$ cat config.mk
export PLATFORM = sky130hd
export DESIGN_NAME = alu_op_sequencer
export DESIGN_NICKNAME = d
export VERILOG_FILES = /design/src/rtl/alu_op_sequencer.sv
export SDC_FILE = /design/constraint.sdc
export NUM_CORES = 1
export LEC_CHECK = 0
export BUFFER_PORTS_ARGS = -buffer_cell sky130_fd_sc_hd__buf_2
export CAP_MARGIN = 20
export CORE_MARGIN = 2
export CORE_UTILIZATION = 25
export CTS_CLUSTER_DIAMETER = 30
export CTS_CLUSTER_SIZE = 20
export DETAILED_ROUTE_END_ITERATION = 16
export HOLD_SLACK_MARGIN = 0.12
export PLACE_DENSITY_LB_ADDON = 0.12
export SLEW_MARGIN = 10
export SYNTH_ARGS = -nofsm -noshare
export SYNTH_HDL_FRONTEND = slang
export SYNTH_SLANG_ARGS = --single-unit
$ cat constraint.sdc
create_clock -name clk -period 3.65 [get_ports clk]
set_clock_uncertainty 0.05 [all_clocks]
set_input_delay 0.1825 -clock clk [delete_from_list [all_inputs] [get_ports clk]]
set_output_delay 0.1825 -clock clk [all_outputs]
set_load 0.05 [all_outputs]
$ cat src/rtl/alu_op_sequencer.sv
// Initiator for the combinational 64-bit ALU: accepts an op request, holds the ALU
// inputs for the op's settle time, captures result/flags and returns a response.
module alu_op_sequencer #(
   parameter int WIDTH       = 64,
   parameter int SETTLE_FAST = 1,
   parameter int SETTLE_MUL  = 4,
   parameter int SETTLE_DIV  = 8
) (
   input  logic             clk,
   input  logic             reset,
   input  logic             req_valid,
   output logic             req_ready,
   input  logic [2:0]       req_op,
   input  logic [WIDTH-1:0] req_a,
   input  logic [WIDTH-1:0] req_b,
   output logic [WIDTH-1:0] alu_a,
   output logic [WIDTH-1:0] alu_b,
   output logic [2:0]       alu_select,
   input  logic [WIDTH-1:0] alu_result,
   input  logic             alu_overflow,
   output logic             rsp_valid,
   input  logic             rsp_ready,
   output logic [WIDTH-1:0] rsp_result,
   output logic             rsp_zero,
   output logic             rsp_overflow,
   output logic             rsp_error,
   output logic             busy
);

   localparam int SETTLE_MD  = (SETTLE_DIV > SETTLE_MUL) ? SETTLE_DIV : SETTLE_MUL;
   localparam int SETTLE_MAX = (SETTLE_MD > SETTLE_FAST) ? SETTLE_MD : SETTLE_FAST;
   localparam int CNT_W      = $clog2(SETTLE_MAX + 1);

   localparam logic [2:0] OP_ADD = 3'd1;
   localparam logic [2:0] OP_SUB = 3'd2;
   localparam logic [2:0] OP_MUL = 3'd3;
   localparam logic [2:0] OP_DIV = 3'd4;

   typedef enum logic [1:0] {IDLE, ISSUE, RESP} state_t;

   state_t           state_q, state_d;
   logic [CNT_W-1:0] cnt_q, cnt_d;
   logic [WIDTH-1:0] alu_a_q, alu_a_d;
   logic [WIDTH-1:0] alu_b_q, alu_b_d;
   logic [2:0]       alu_select_q, alu_select_d;
   logic [WIDTH-1:0] rsp_result_q, rsp_result_d;
   logic             rsp_zero_q, rsp_zero_d;
   logic             rsp_overflow_q, rsp_overflow_d;
   logic             rsp_error_q, rsp_error_d;
   logic             req_ready_q, req_ready_d;
   logic             rsp_valid_q, rsp_valid_d;
   logic             busy_q, busy_d;

   function automatic logic [CNT_W-1:0] settle_of(input logic [2:0] op);
      case (op)
         OP_MUL:  return CNT_W'(SETTLE_MUL);
         OP_DIV:  return CNT_W'(SETTLE_DIV);
         default: return CNT_W'(SETTLE_FAST);
      endcase
   endfunction

   always_comb begin
      // NOTE: every _d starts as its _q, so any path that does not assign it holds state and no latch is inferred.
      state_d        = state_q;
      cnt_d          = cnt_q;
      alu_a_d        = alu_a_q;
      alu_b_d        = alu_b_q;
      alu_select_d   = alu_select_q;
      rsp_result_d   = rsp_result_q;
      rsp_zero_d     = rsp_zero_q;
      rsp_overflow_d = rsp_overflow_q;
      rsp_error_d    = rsp_error_q;

      case (state_q)
         IDLE: begin
            if (req_valid && req_ready_q) begin
               if (req_op == 3'd0 || req_op == 3'd7) begin
                  state_d        = RESP;
                  rsp_result_d   = '0;
                  rsp_zero_d     = 1'b0;
                  rsp_overflow_d = 1'b0;
                  rsp_error_d    = 1'b1;
               end else if (req_op == OP_DIV && req_b == '0) begin
                  state_d        = RESP;
                  rsp_result_d   = '1;
                  rsp_zero_d     = 1'b0;
                  rsp_overflow_d = 1'b0;
                  rsp_error_d    = 1'b1;
               end else begin
                  state_d      = ISSUE;
                  alu_a_d      = req_a;
                  alu_b_d      = req_b;
                  alu_select_d = req_op;
                  cnt_d        = settle_of(req_op);
               end
            end
         end
         ISSUE: begin
            if (cnt_q == CNT_W'(1)) begin
               // Zero is derived from the captured value; the ALU's own zero flag is not wired in.
               rsp_result_d   = alu_result;
               rsp_zero_d     = ~|alu_result;
               rsp_overflow_d = (alu_select_q == OP_ADD || alu_select_q == OP_SUB) ? alu_overflow : 1'b0;
               rsp_error_d    = 1'b0;
               alu_select_d   = '0;
               state_d        = RESP;
            end else begin
               cnt_d = cnt_q - CNT_W'(1);
            end
         end
         RESP: begin
            if (rsp_ready) state_d = IDLE;
         end
         default: state_d = IDLE;
      endcase

      // Handshake/status outputs are registered from the next state.
      req_ready_d = (state_d == IDLE);
      rsp_valid_d = (state_d == RESP);
      busy_d      = (state_d != IDLE);
   end

   always_ff @(posedge clk) begin
      // NOTE: non-blocking so every flop samples the pre-edge _d values together.
      if (reset) begin
         state_q        <= IDLE;
         cnt_q          <= '0;
         alu_a_q        <= '0;
         alu_b_q        <= '0;
         alu_select_q   <= '0;
         rsp_result_q   <= '0;
         rsp_zero_q     <= 1'b0;
         rsp_overflow_q <= 1'b0;
         rsp_error_q    <= 1'b0;
         req_ready_q    <= 1'b1;
         rsp_valid_q    <= 1'b0;
         busy_q         <= 1'b0;
      end else begin
         state_q        <= state_d;
         cnt_q          <= cnt_d;
         alu_a_q        <= alu_a_d;
         alu_b_q        <= alu_b_d;
         alu_select_q   <= alu_select_d;
         rsp_result_q   <= rsp_result_d;
         rsp_zero_q     <= rsp_zero_d;
         rsp_overflow_q <= rsp_overflow_d;
         rsp_error_q    <= rsp_error_d;
         req_ready_q    <= req_ready_d;
         rsp_valid_q    <= rsp_valid_d;
         busy_q         <= busy_d;
      end
   end

   assign req_ready    = req_ready_q;
   assign rsp_valid    = rsp_valid_q;
   assign busy         = busy_q;
   assign alu_a        = alu_a_q;
   assign alu_b        = alu_b_q;
   assign alu_select   = alu_select_q;
   assign rsp_result   = rsp_result_q;
   assign rsp_zero     = rsp_zero_q;
   assign rsp_overflow = rsp_overflow_q;
   assign rsp_error    = rsp_error_q;

endmodule
# == After elaboration in Yosys (flattened, before gate mapping) ==
# Cells that the tools add are included.
# word_totals
reg_bits,207
inputBits,200
output_inout_bits,201
wordCells,81
# classes
add_sub_neg,1
n_eq_ne,15
n_mux,35
bitwise_logic,2
n_reduce_logical,16
# op_table
operator,n
$mux 64,4
$pmux 64 s2,1
$logic_not 64->1,1
$reduce_or 64->1,1
$mux 4,4
$pmux 4 s2,2
$mux 3,4
$mux 1,10
$mux 2,5
$ne 2x2->1 const B,5
$reduce_and 5->1,2
$reduce_and 4->1,2
$eq 3x2->1 const B,2
$eq 3x3->1 const B,2
$pmux 1 s2,3
$pmux 2 s3,1
$pmux 3 s2,1
$eq 2x2->1 const B,2
$eq 4x1->1 const B,1
$logic_not 2->1,2
$reduce_bool 2->1,2
$sub 4x1->4 const B,1
$eq 3x1->1 const B,1
$logic_not 3->1,1
other kinds (6),9

# == Logic depth before layout (Yosys ltp) ==
# Gate-level depths: netlist of run 1.
# depth
word_depth,7
depth_mapped,9
depth_no_buf,7

# == Least setup slack after synthesis of run 1 ==
# No wires, ideal clock.
# synth_path
kind,register to register
start,reg req_ready_q (netlist: req_ready)
end,reg alu_a_q[20] (netlist: alu_a[20])
setup_time_ns,0.072
arrival_time_ns,2.083
required_ns,3.528
path_slack_ns,1.446
path_stages_with_launch,7
cell_sequence,dfxtp_1 -> nor4bb_1 -> nand3_1 -> a21oi_1 -> clkbuf_1 -> buf_2 -> mux2i_1
# synth_via
elab_chain_len,2
# synth_rtl
item,line_no,rtl
"start, declared",50,"logic req_ready_q, req_ready_d;"
"start signal, assigned",148,req_ready_q <= req_ready_d;
$logic_and 1x1->1,76,if (req_valid && req_ready_q) begin
$reduce_and 4->1 (no source line),n/a,
"end signal, assigned",141,alu_a_q <= alu_a_d;
"end, declared",43,"logic [WIDTH-1:0] alu_a_q, alu_a_d;"
# No other way between the ends.
# A chain may end at the register's enable or synchronous reset.

# == Worst setup path after layout of run 1 ==
# layout_path
start,in req_b[58]
end,reg alu_select_q[2] (netlist: alu_select[2])
# layout_via
elab_chain_len,4
# layout_rtl
item,line_no,rtl
"start, declared",15,"input logic [WIDTH-1:0] req_b,"
$logic_not 64->1,83,end else if (req_op == OP_DIV && req_b == '0) begin
$logic_and 1x1->1,83,
$ne 2x2->1 (no source line),n/a,
$reduce_and 5->1 (no source line),n/a,
"end signal, assigned",143,alu_select_q <= alu_select_d;
"end, declared",45,"logic [2:0] alu_select_q, alu_select_d;"
# No other way between the ends.

==> results.md, run 1 <==
- Status: complete, no violations
- Worst EP required: around 4.1 ns
- Worst slew margin: 40.9%
- Max-slew violations: 0
- CTS tree: built
- Vias in the first global route: 9833
- Area delta synth->final: 72.5%
- Total GRT Usage: 16.8%
- DRT iter0 DRCs: a little over 300
- Vias per cell: 4.38
- I/O pins: 401
- Setup CP Type: primary input to flop
- Worst min-delay path category: primary input to flop
- Clock Tree Buf Depth: 3
- Peak VDD IR: roughly 0.38 mV
- Routed WL per cell: 15.2 um
- Inserted Clock Buffers: between 60 and 70
- Std-Cell Rows: 70
- Max Fclk: roughly 340 MHz
- Top FF cell, synth: dfxtp_1
- Reg area: 4140 um^2
- Final Hold Fails: 0
- Max FO, Critical Path: 7
- Fillcell total: 3581
- Pre-CTS setup slack: 0.734 ns
- CORE AREA: approximately 36000 um^2
- Most common cell in the synthesized netlist: nand2_1
- Initial core utilization: 25.2%
- Sequential area share after synthesis: 45.3%
- Post-synth top cells: nand2_1, dfxtp_1, mux2i_1
- Cell count after synthesis: 1059
- Die boundary width: 195 um
- Final worst slack: 0.732 ns
- Fin crit period: approximately 2.9 ns
- Slew @ Worst Pin: 0.887 ns
- Async SR Flop Fraction: 0%
- CP most frequent cell: dlygate4sd3_1
- Residual DRC count: 0
- Sink Count: slightly above 200
- Fraction of layout cells with a size suffix above 1: 30.9%
- First-pass DRT Iterations: 4
- Final setup TNS: 0 ns
- Nets: around 1900
- Number of synthesized flops with an enable pin: 0
- Area of the multi-input gates: 4700 um^2
- Post-route insts no fill: 2175
- RSZ-0062 raised after global routing: no
- Leakage power: around 7.8 nW
- Final period util: 80.0%
- Slowest-stage cell, CP: nor4_1
- Post-route ant nets: 0
- CP arrival: roughly 3.3 ns
- Root Driver: clkbuf_16
- Pwr Density: 633 nW/um^2
- Top cells by area, synth: dfxtp_1, mux2i_1, nand2_1
- Yosys warns: 0
- Clock transition at the registers of the reported paths: 0.05 ns
- Chip Height: between 150 and 200 um
- H-tree depth: 2
- Top-area cell type share of the netlist area: around 45%
- Routed WL: 33.0 mm
- Max Cap Violations: 0
- Post-placement cell count: 1860
- First-pass GRT wire length: 51.5 mm
- Largest net degree at the start of global routing: between 150 and 200
- PortBufs: 400
- Post-CTS Setup Inserts: 0
- Syn nets: 1261
- Synth unique cells: 46
- GRT overflow: 0
- Worst setup EP type: flop
- Cell area after synthesis: ~9200 um^2
- Worst Setup Start Kind: primary input
- GPL Wtd Cong: 0.765
- Skew-Pair Late Insertion Delay: 0.57 ns
- Initial antenna violation count: 1
- DP HPWL: roughly 22 mm
- CP Cell Sequence: dlygate4sd3_1 -> buf_2 -> nor4_1 -> nand4_1 -> nor4_4 -> buf_4 -> a21boi_0 -> a32o_1 -> dlygate4sd3_1
- Syn_area_per_cell: around 8.6 um^2
- Die area: approximately 38000 um^2
- Setup violations, final: 0
- DR vias: 9535
- Yosys top cell by area: dfxtp_1
- Slowest stage delay, CP: 0.62 ns
- Yosys reg bits: 207
## where the power goes
part           internal [mW]  switching [mW]  leakage, nW  total [mW]
Combinational          0.674            1.29         5.07        1.96
Clock                   3.97            1.50         1.06        5.47
Sequential              2.47           0.103         1.69        2.57
Total                   7.11            2.89         7.82        10.0
## cells in the final DEF (no fill, tap or decap), drive strengths merged, types with 6 or more instances in the layout
master	netlist	final
buf	22	414
nand2	388	388
dfxtp	207	207
dlygate4sd3	0	203
mux2i	196	196
clkbuf	59	82
a21o	56	56
nor4	33	33
clkinv	1	17
and2	13	13
bufinv	0	10
nor2	9	9
o21ai	9	9
nand4	7	7
inv	6	7
a21oi	6	6
nor3	6	6
## final cells by class
cell class	instances	share of cell area (%)
Antenna cell	1	0.0158
Multi-Input combinational cell	764	29.7
Tap cell	468	3.71
Sequential cell	207	26.2
Clock buffer	82	11.0
Clock inverter	29	2.61
Timing Repair Buffer	617	26.5
Inverter	7	0.214
## metrics by stage
stage / util, % / hold WS [ns] / power (mW) / area [um^2]
6_report: 43.5 / 0.349 / 10.0 / 15800
5_1_grt: 43.5 / 0.344 / 10.4 / 15800
4_1_cts: 43.5 / 0.309 / 10.1 / 15800
3_5_place_dp: 32.0 / 0.385 / 4.40 / 11600
3_3_place_gp: 32.0 / 0.379 / 4.40 / 11600
2_1_floorplan: - / 0.275 / 3.89 / 9160
## metal layers
layer	share of wire (%)	global-route usage, %
met1	42	19.4
met2	47	28.0
met3	7.0	5.04
met4	3.9	8.79
met5	0	0
## worst max-delay path, delay by kind of cell
kind / cells / cell delay [ns]
AOI/OAI and AO/OA: 2 / 0.41
and+or+nand+nor: 3 / 1.29
buffers and inverters: 4 / 1.44
## state kept, by name (all words and copies together) (netlist names), 2 cells and up
register / count
alu_b: 64
cnt_q: 4
state_q: 2
rsp_result: 64
alu_select: 3
alu_a: 64
## logic make-up after synthesis
family | share of synthesized area, %
buffers and inverters | 3.88
DFF | 45.3
AOI/OAI and AO/OA | 7.30
and+or+nand+nor | 21.8
adders and majority gates | 0.273
muxes | 21.4
xor gates and xnor gates | 0.0957
## final timing paths
check | startpoint | endpoint | slack (ns) | depth (start not counted)
max | req_b[58] | alu_select[2] | 0.73 | 9
min | req_b[59] | alu_b[59] | 0.35 | 4
max reg2reg | state_q[0] | alu_a[39] | 1.04 | 5
min reg2reg | rsp_error | rsp_error | 0.39 | 2
## timing repair
item / CTS / global route
hold buffers: 203 / 0
hold endpoints to repair: 206 / 0
gates resized for setup: 0 / 0
No activity file was read; power rests on OpenSTA's default activity.
==> inputs of run 2 (changes only) <==
Clock period 3.65 ns to 2.6 ns, I/O delays scaled along.
==> results.md, run 2 (synthesis results as in run 1) <==
- Status: complete, no violations (unchanged)
- Max Cap Violations: 0 (unchanged)
- Routed WL: 33.1 mm (was 33.0 mm)
- Worst reg-to-reg setup slack: 0.23 ns (was 1.04 ns)
- Std-Cell Rows: 70 (unchanged)
- RSZ-0062 raised after global routing: no (unchanged)
- Area delta synth->final: 71.2% (was 72.5%)
- Max-slew violations: 0 (unchanged)
- Nets: 1861 (was 1860)
- CORE AREA: 36300 um^2 (unchanged)
- Chip Height: 195 um (unchanged)
- Worst Setup Start Kind: primary input (unchanged)
- Vias in the first global route: 9666 (was 9833)
- Min-delay src: req_a[3] (was req_b[59])
- CP Cell Sequence: dlygate4sd3_1 -> buf_2 -> or4_1 -> nor3_2 -> a21boi_0 -> a32o_1 -> dlygate4sd3_1 (was dlygate4sd3_1 -> buf_2 -> nor4_1 -> nand4_1 -> nor4_4 -> buf_4 -> a21boi_0 -> a32o_1 -> dlygate4sd3_1)
- Initial antenna violation count: 0 (was 1)
- Vias per cell: 4.39 (was 4.38)
- ANT cells: 0 (was 1)
- Total GRT Usage: 16.7% (was 16.8%)
- Critical Path Source: req_b[47] (was req_b[58])
- CP arrival: 2.87 ns (was 3.32 ns)
- Design Power: 13.4 mW (was 10.0 mW)
- Residual DRC count: 0 (unchanged)
- Fin crit period: between 2 and 2.5 ns
- Sequential Power Share: 26.9% (was 25.7%)
- Peak VDD IR: 0.495 mV (was 0.381 mV)
- Pwr Density: 856 nW/um^2 (was 633 nW/um^2)
- Post-route ant nets: 0 (unchanged)
- Worst setup EP type: flop (unchanged)
- Slowest-stage cell, CP: or4_1 (was nor4_1)
- Comb pwr share: 20.7% (was 19.6%)
- R2r worst-path depth: 6 (was 5)
- CP most frequent cell: dlygate4sd3_1 (unchanged)
- P_sw: 3.98 mW (was 2.89 mW)
- Max FO, Critical Path: 5 (was 7)
- Sink Count: 207 (unchanged)
- Inserted Clock Buffers: 58 (was 61)
- Worst r2r src: state_q[1] (was state_q[0])
- Leakage power: 7.76 nW (was 7.82 nW)
- Clock transition at the registers of the reported paths: 0.05 ns (about the same)
- Routed WL per cell: 15.2 um (about the same)
- Slowest stage delay, CP: 0.58 ns (was 0.62 ns)
- Initial core utilization: 25.2% (unchanged)
- Die boundary width: 195 um (unchanged)
- Worst min-delay path category: primary input to flop (unchanged)
- Max Fclk: 405 MHz
- Final period util: 95.0%
- DRT iter0 DRCs: 397 (was 304)
- Worst slew margin: 52.3% (was 40.9%)
- Die area: 38200 um^2 (unchanged)
- I/O pins: 401 (unchanged)
- Slew @ Worst Pin: 0.716 ns (was 0.887 ns)
- Post-CTS Setup Inserts: 0 (unchanged)
- GRT overflow: 0 (unchanged)
- Clock Tree Buf Depth: 3 (unchanged)
- Largest net degree at the start of global routing: 118 (was 163)
- DR vias: 9545 (was 9535)
- H-tree depth: 2 (unchanged)
- Setup CP Type: primary input to flop (unchanged)
- First-pass DRT Iterations: 4 (unchanged)
- Final Hold Fails: 0 (unchanged)
- Commonest non-fill, non-tap cell in the layout: buf_2 (unchanged)
- Worst EP required: 3.00 ns (was 4.06 ns)
- Sw frac: 29.7% (was 28.9%)
- Final setup TNS: 0 ns (unchanged)
- Hold Crit Depth: 4 (unchanged)
- Root Driver: clkbuf_16 (unchanged)
- Setup violations, final: 0 (unchanged)
- FF-to-FF End: alu_select[2] (was alu_a[39])
- First-pass GRT wire length: 51.0 mm (was 51.5 mm)
- Commonest cells after routing, fill and taps aside: buf_2, nand2_1, dfxtp_1 (unchanged)
- PortBufs: 400 (unchanged)
- WHS: 0.307 ns (was 0.349 ns)
- Skew-Pair Late Insertion Delay: 0.56 ns (was 0.57 ns)
- CTS tree: built (unchanged)
- Post-Route Utilization: 43.1% (was 43.5%)
- P_int: 9.43 mW (was 7.11 mW)
- GPL Wtd Cong: 0.771 (was 0.765)
- DP HPWL: 22.2 mm (was 21.8 mm)
- Worst Hold Endpoint: alu_a[3] (was alu_b[59])
- Fraction of layout cells with a size suffix above 1: 31.0% (was 30.9%)
- Clock power frac: 52.5% (was 54.7%)
run 2: cell types whose count changed in the layout (fill, tap and decap cells not counted), moves of 3 or more:
cell       before  now
bufinv_16      10    6
nor4_2          0    4
clkbuf_1        9   13
clkbuf_16      62   59
buf_4          10   14
nor4_1         32   28
run 2: how the worst max path moves through the flow:
stage	end	cells after the start
final	alu_select[2]	7
after global routing	alu_select[2]	9
after CTS	alu_select[2]	10
after detailed placement	rsp_result[21]	9
after global placement	rsp_result[14]	9
after floorplan	alu_a[20]	6
run 2: power groups by stage:
stage | Combinational (mW) | Sequential [mW] | Clock (mW)
after floorplan | 0.906 | 4.56 | 0
after global placement | 2.54 | 3.65 | 0
after detailed placement | 2.54 | 3.65 | 0
after CTS | 2.78 | 3.60 | 7.19
after global routing | 2.95 | 3.64 | 7.36
final | 2.77 | 3.61 | 7.04
run 2: critical path, delay by kind of cell:
family                 cells  cell delay (ns)
buffers and inverters      3             1.21
AOI/OAI and AO/OA          2             0.44
and+or+nand+nor            2             1.09
run 2: routing by layer:
layer | global-route usage, % | share of wire [%] | vias up
met2 | 28.7 | 49 | 318
met1 | 18.9 | 42 | 4370
met5 | 0 | 0 | -
met3 | 5.03 | 6.6 | 62
met4 | 8.14 | 3.1 | 0
li1 | - | - | 4795
run 2: what timing repair did:
action / in CTS / in global routing
setup endpoints to repair: 0 / 1
hold endpoints to repair: 206 / 0
hold buffers: 202 / 0
resized for setup: 0 / 5
run 2: layout make-up:
type,instances,area [um^2]
clock buffer,84,1690
sequential,207,4140
tap,468,586
multi-input combinational,764,4730
timing repair buffer,621,4230
clock inverter,23,272
fill,3607,20700
inverter,7,33.8
run 2: stage by stage:
stage               instance area (um^2)  instances  worst slack (ns)
finish                             15700       2174             0.131
floorplan                           9160       1059             0.396
global route                       15700       2174            0.0154
CTS                                15700       2174            0.0270
detailed placement                 11700       1865             0.230
global placement                   11700       1865             0.262
==> inputs of run 3 (changes only) <==
Settings changed: ABC_AREA from default to 1.
==> results.md, run 3 <==
- CP Cell Sequence: dlygate4sd3_1 -> buf_2 -> nor2_1 -> nand2_1 -> nor2_1 -> nand2_1 -> nor2_1 -> nand3_2 -> nand2_4 -> inv_4 -> buf_16 -> nand3_1 -> a21oi_1 -> dlygate4sd3_1 (was dlygate4sd3_1 -> buf_2 -> or4_1 -> nor3_2 -> a21boi_0 -> a32o_1 -> dlygate4sd3_1)
- Async SR Flop Fraction: 0% (unchanged)
- Top FF cell, synth: dfxtp_1 (unchanged)
- Initial core utilization: 25.3% (was 25.2%)
- Max FO, Critical Path: 36 (was 5)
- Yosys reg bits: 207 (unchanged)
- Finished Cell Area: 16100 um^2 (was 15700 um^2)
- First-pass DRT Iterations: 5 (was 4)
- Peak VDD IR: 0.647 mV (was 0.495 mV)
- Slowest stage delay, CP: 0.60 ns (was 0.58 ns)
- Max Cap Violations: 0 (unchanged)
- Met2 Track Usage GR: 31.5% (was 28.7%)
- Worst setup EP type: flop (unchanged)
- Main combinational cell family by area after synthesis: simple AND/OR/NAND/NOR gates (unchanged)
- FF-to-FF End: alu_a[46] (was alu_select[2])
- Area delta synth->final: 79.2% (was 71.2%)
- DP HPWL: 23.5 mm (was 22.2 mm)
- Worst r2r src: req_ready (was state_q[1])
- Routed WL per cell: 16.2 um (was 15.2 um)
- Top-area cell type share of the netlist area: 46.2% (was 45.3%)
- GPL Wtd Cong: 0.810 (was 0.771)
- Commonest cells after routing, fill and taps aside: buf_2, nand2_1, dlygate4sd3_1 (was buf_2, nand2_1, dfxtp_1)
- Nets: 2086 (was 1861)
- Yosys warns: 0 (unchanged)
- Cell count after synthesis: 1251 (was 1059)
- WHS: 0.158 ns (was 0.307 ns)
- DRT iter0 DRCs: 523 (was 397)
- Synth Area in Simple Gates: 30.3% (was 21.8%)
- CP Depth: 14 (was 7)
- H-tree depth: 3 (was 2)
- Number of synthesized flops with an enable pin: 0 (unchanged)
- Critical Path Source: req_b[44] (was req_b[47])
- Setup violations, final: 0 (unchanged)
- Inserted Clock Buffers: 68 (was 58)
- Die boundary width: 193 um (was 195 um)
- Post-synth top cells: nand2_1, dfxtp_1, a21oi_1 (was nand2_1, dfxtp_1, mux2i_1)
- Vias in the first global route: 11184 (was 9666)
- Final setup TNS: 0 ns (unchanged)
- Worst min-delay path category: primary input to flop (unchanged)
- Root Driver: clkbuf_16 (unchanged)
- Placed Area: 11300 um^2 (was 11700 um^2)
- Min-delay src: req_op[0] (was req_a[3])
- Status: complete, no violations (unchanged)
- Residual DRC count: 0 (unchanged)
- Slowest-stage cell, CP: dlygate4sd3_1 (was or4_1)
- Design Power: 15.5 mW (was 13.4 mW)
- CTS tree: built (unchanged)
- Buf/Inv on CP: 5 (was 3)
- Fin crit period: 2.41 ns (was 2.47 ns)
- Met3 usage in global routing: 5.67% (was 5.03%)
- RSZ-0062 raised after global routing: no (unchanged)
- Post-route ant nets: 0 (unchanged)
- R2r worst-path depth: 7 (was 6)
- Chip Height: 193 um (was 195 um)
- Hold Crit Depth: 6 (was 4)
- Worst path top cell family by delay: buffers and inverters (unchanged)
- Yosys top cell by area: dfxtp_1 (unchanged)
- Clock transition at the registers of the reported paths: 0.04 ns (was 0.05 ns)
- Commonest non-fill, non-tap cell in the layout: buf_2 (unchanged)
- Worst slew margin: 46.6% (was 52.3%)
- Worst Setup Start Kind: primary input (unchanged)
- Std-Cell Rows: 69 (was 70)
- Worst reg-to-reg setup slack: 0.22 ns (was 0.23 ns)
- Max-slew violations: 0 (unchanged)
- CP most frequent cell: nor2_1 (was dlygate4sd3_1)
- Top cells by area, synth: dfxtp_1, nand2_1, a21oi_1 (was dfxtp_1, mux2i_1, nand2_1)
- Final period util: 92.6% (was 95.0%)
- Setup CP Type: primary input to flop (unchanged)
- Vias per cell: 4.66 (was 4.39)
- Initial antenna violation count: 2 (was 0)
- Worst Hold Endpoint: alu_select[2] (was alu_a[3])
- Slew @ Worst Pin: 0.800 ns (was 0.716 ns)
- GRT overflow: 0 (unchanged)
- Cell area after synthesis: 8970 um^2 (was 9160 um^2)
- Fraction of layout cells with a size suffix above 1: 27.9% (was 31.0%)
- Synth unique cells: 28 (was 46)
- Die area: 37400 um^2 (was 38200 um^2)
- First-pass GRT wire length: 60.2 mm (was 51.0 mm)
- Mux cell area share after synthesis: 0% (was 21.4%)
- Final Hold Fails: 0 (unchanged)
- Pwr Density: 964 nW/um^2 (was 856 nW/um^2)
- Largest net degree at the start of global routing: 81 (was 118)
- Sink Count: 207 (unchanged)
- Syn_area_per_cell: 7.17 um^2 (was 8.65 um^2)
- Syn nets: 1453 (was 1261)
- Skew-Pair Late Insertion Delay: 0.56 ns (about the same)
- Gr busiest metal: met2 (unchanged)
- GRT met1 Usage: 23.8% (was 18.9%)
- Total GRT Usage: 19.7% (was 16.7%)
- Clock Tree Buf Depth: 3 (unchanged)
- Most common cell in the synthesized netlist: nand2_1 (unchanged)
- Adder-Cell Fraction of Synth Area: 0.279% (was 0.273%)
- Sequential area share after synthesis: 46.2% (was 45.3%)
- Compound-Gate Fraction of Synth Area: 14.5% (was 7.30%)
- XOR/XNOR Fraction of Synth Area: 0.195% (was 0.0957%)
- DR vias: 11156 (was 9545)
- CP arrival: 2.78 ns (was 2.87 ns)
- Post-Route Utilization: 45.3% (was 43.1%)
- Worst EP required: 2.98 ns (was 3.00 ns)
- Routed WL: 38.8 mm (was 33.1 mm)
- Max Fclk: 415 MHz (was 405 MHz)
- PortBufs: 400 (unchanged)
- Leakage power: 7.28 nW (was 7.76 nW)
- CORE AREA: 35500 um^2 (was 36300 um^2)
- I/O pins: 401 (unchanged)
## run 3: cell types whose count changed after synthesis, sizes merged, moves of 13 or more
cell    change
and2       -13
a21oi     +196
nand3     +135
nand4      +72
a21o       -56
o21ai      +44
inv        +55
nand2      -96
nor2       +89
clkbuf     -15
mux2i     -196
nor4       -28
buf        +40
## run 3: cells by family (layout without fill, tap and decap cells)
logic type	count (synthesis)	count (layout)
xor+xnor	2	2
flops	207	207
compound gates	258	258
fa+ha+maj	2	2
buf+inv	167	849
simple gates	615	615
other cells	0	1
## run 3: how the worst max path moves through the flow
stage / slack, ns / end
6_report: 0.19 / alu_b[47]
2_1_floorplan: 0.68 / alu_b[17]
3_3_place_gp: 0.32 / rsp_zero
5_1_grt: 0.02 / alu_a[0]
4_1_cts: 0.003 / alu_a[46]
3_5_place_dp: 0.35 / rsp_overflow
## run 3: stage by stage
stage               std cells  setup WS (ns)
global placement         2028          0.321
CTS                      2390        0.00271
finish                   2395          0.193
detailed placement       2028          0.353
floorplan                1251          0.681
global route             2395         0.0216
## run 3: metal layers
layer | vias to the layer above | share of wire, %
li1 | 5515 | -
met1 | 5151 | 43
met2 | 385 | 46
met5 | - | 0.028
met4 | 2 | 4.1
met3 | 103 | 6.3
## run 3: power breakdown
part / internal [mW] / leakage (nW) / switching [mW]
registers: 3.57 / 1.69 / 0.194
clock network: 5.51 / 1.08 / 2.21
logic: 1.21 / 4.51 / 2.80
## run 3: worst min-delay path, delay by kind of cell
kind | cells | cell delay, ns
simple gates | 3 | 0.24
compound gates | 2 | 0.23
buf+inv | 1 | 0.11
## run 3: cell type report
| cell class | count | area (um^2) |
|---|---|---|
| repair buffers | 669 | 4830 |
| clock buffers | 107 | 2050 |
| clock inverters | 12 | 136 |
| well taps | 461 | 577 |
| diodes | 1 | 2.50 |
| flip-flops and latches | 207 | 4140 |
| inverters | 61 | 234 |
| multi-input cells | 877 | 4100 |
| fillers | 3614 | 19400 |
## run 3: what timing repair did
item	4_1_cts	5_1_grt
gates resized for setup	0	6
endpoints found under the hold margin	206	0
endpoints found under the setup margin	0	42
buffers inserted	0	1
hold buffers	243	0
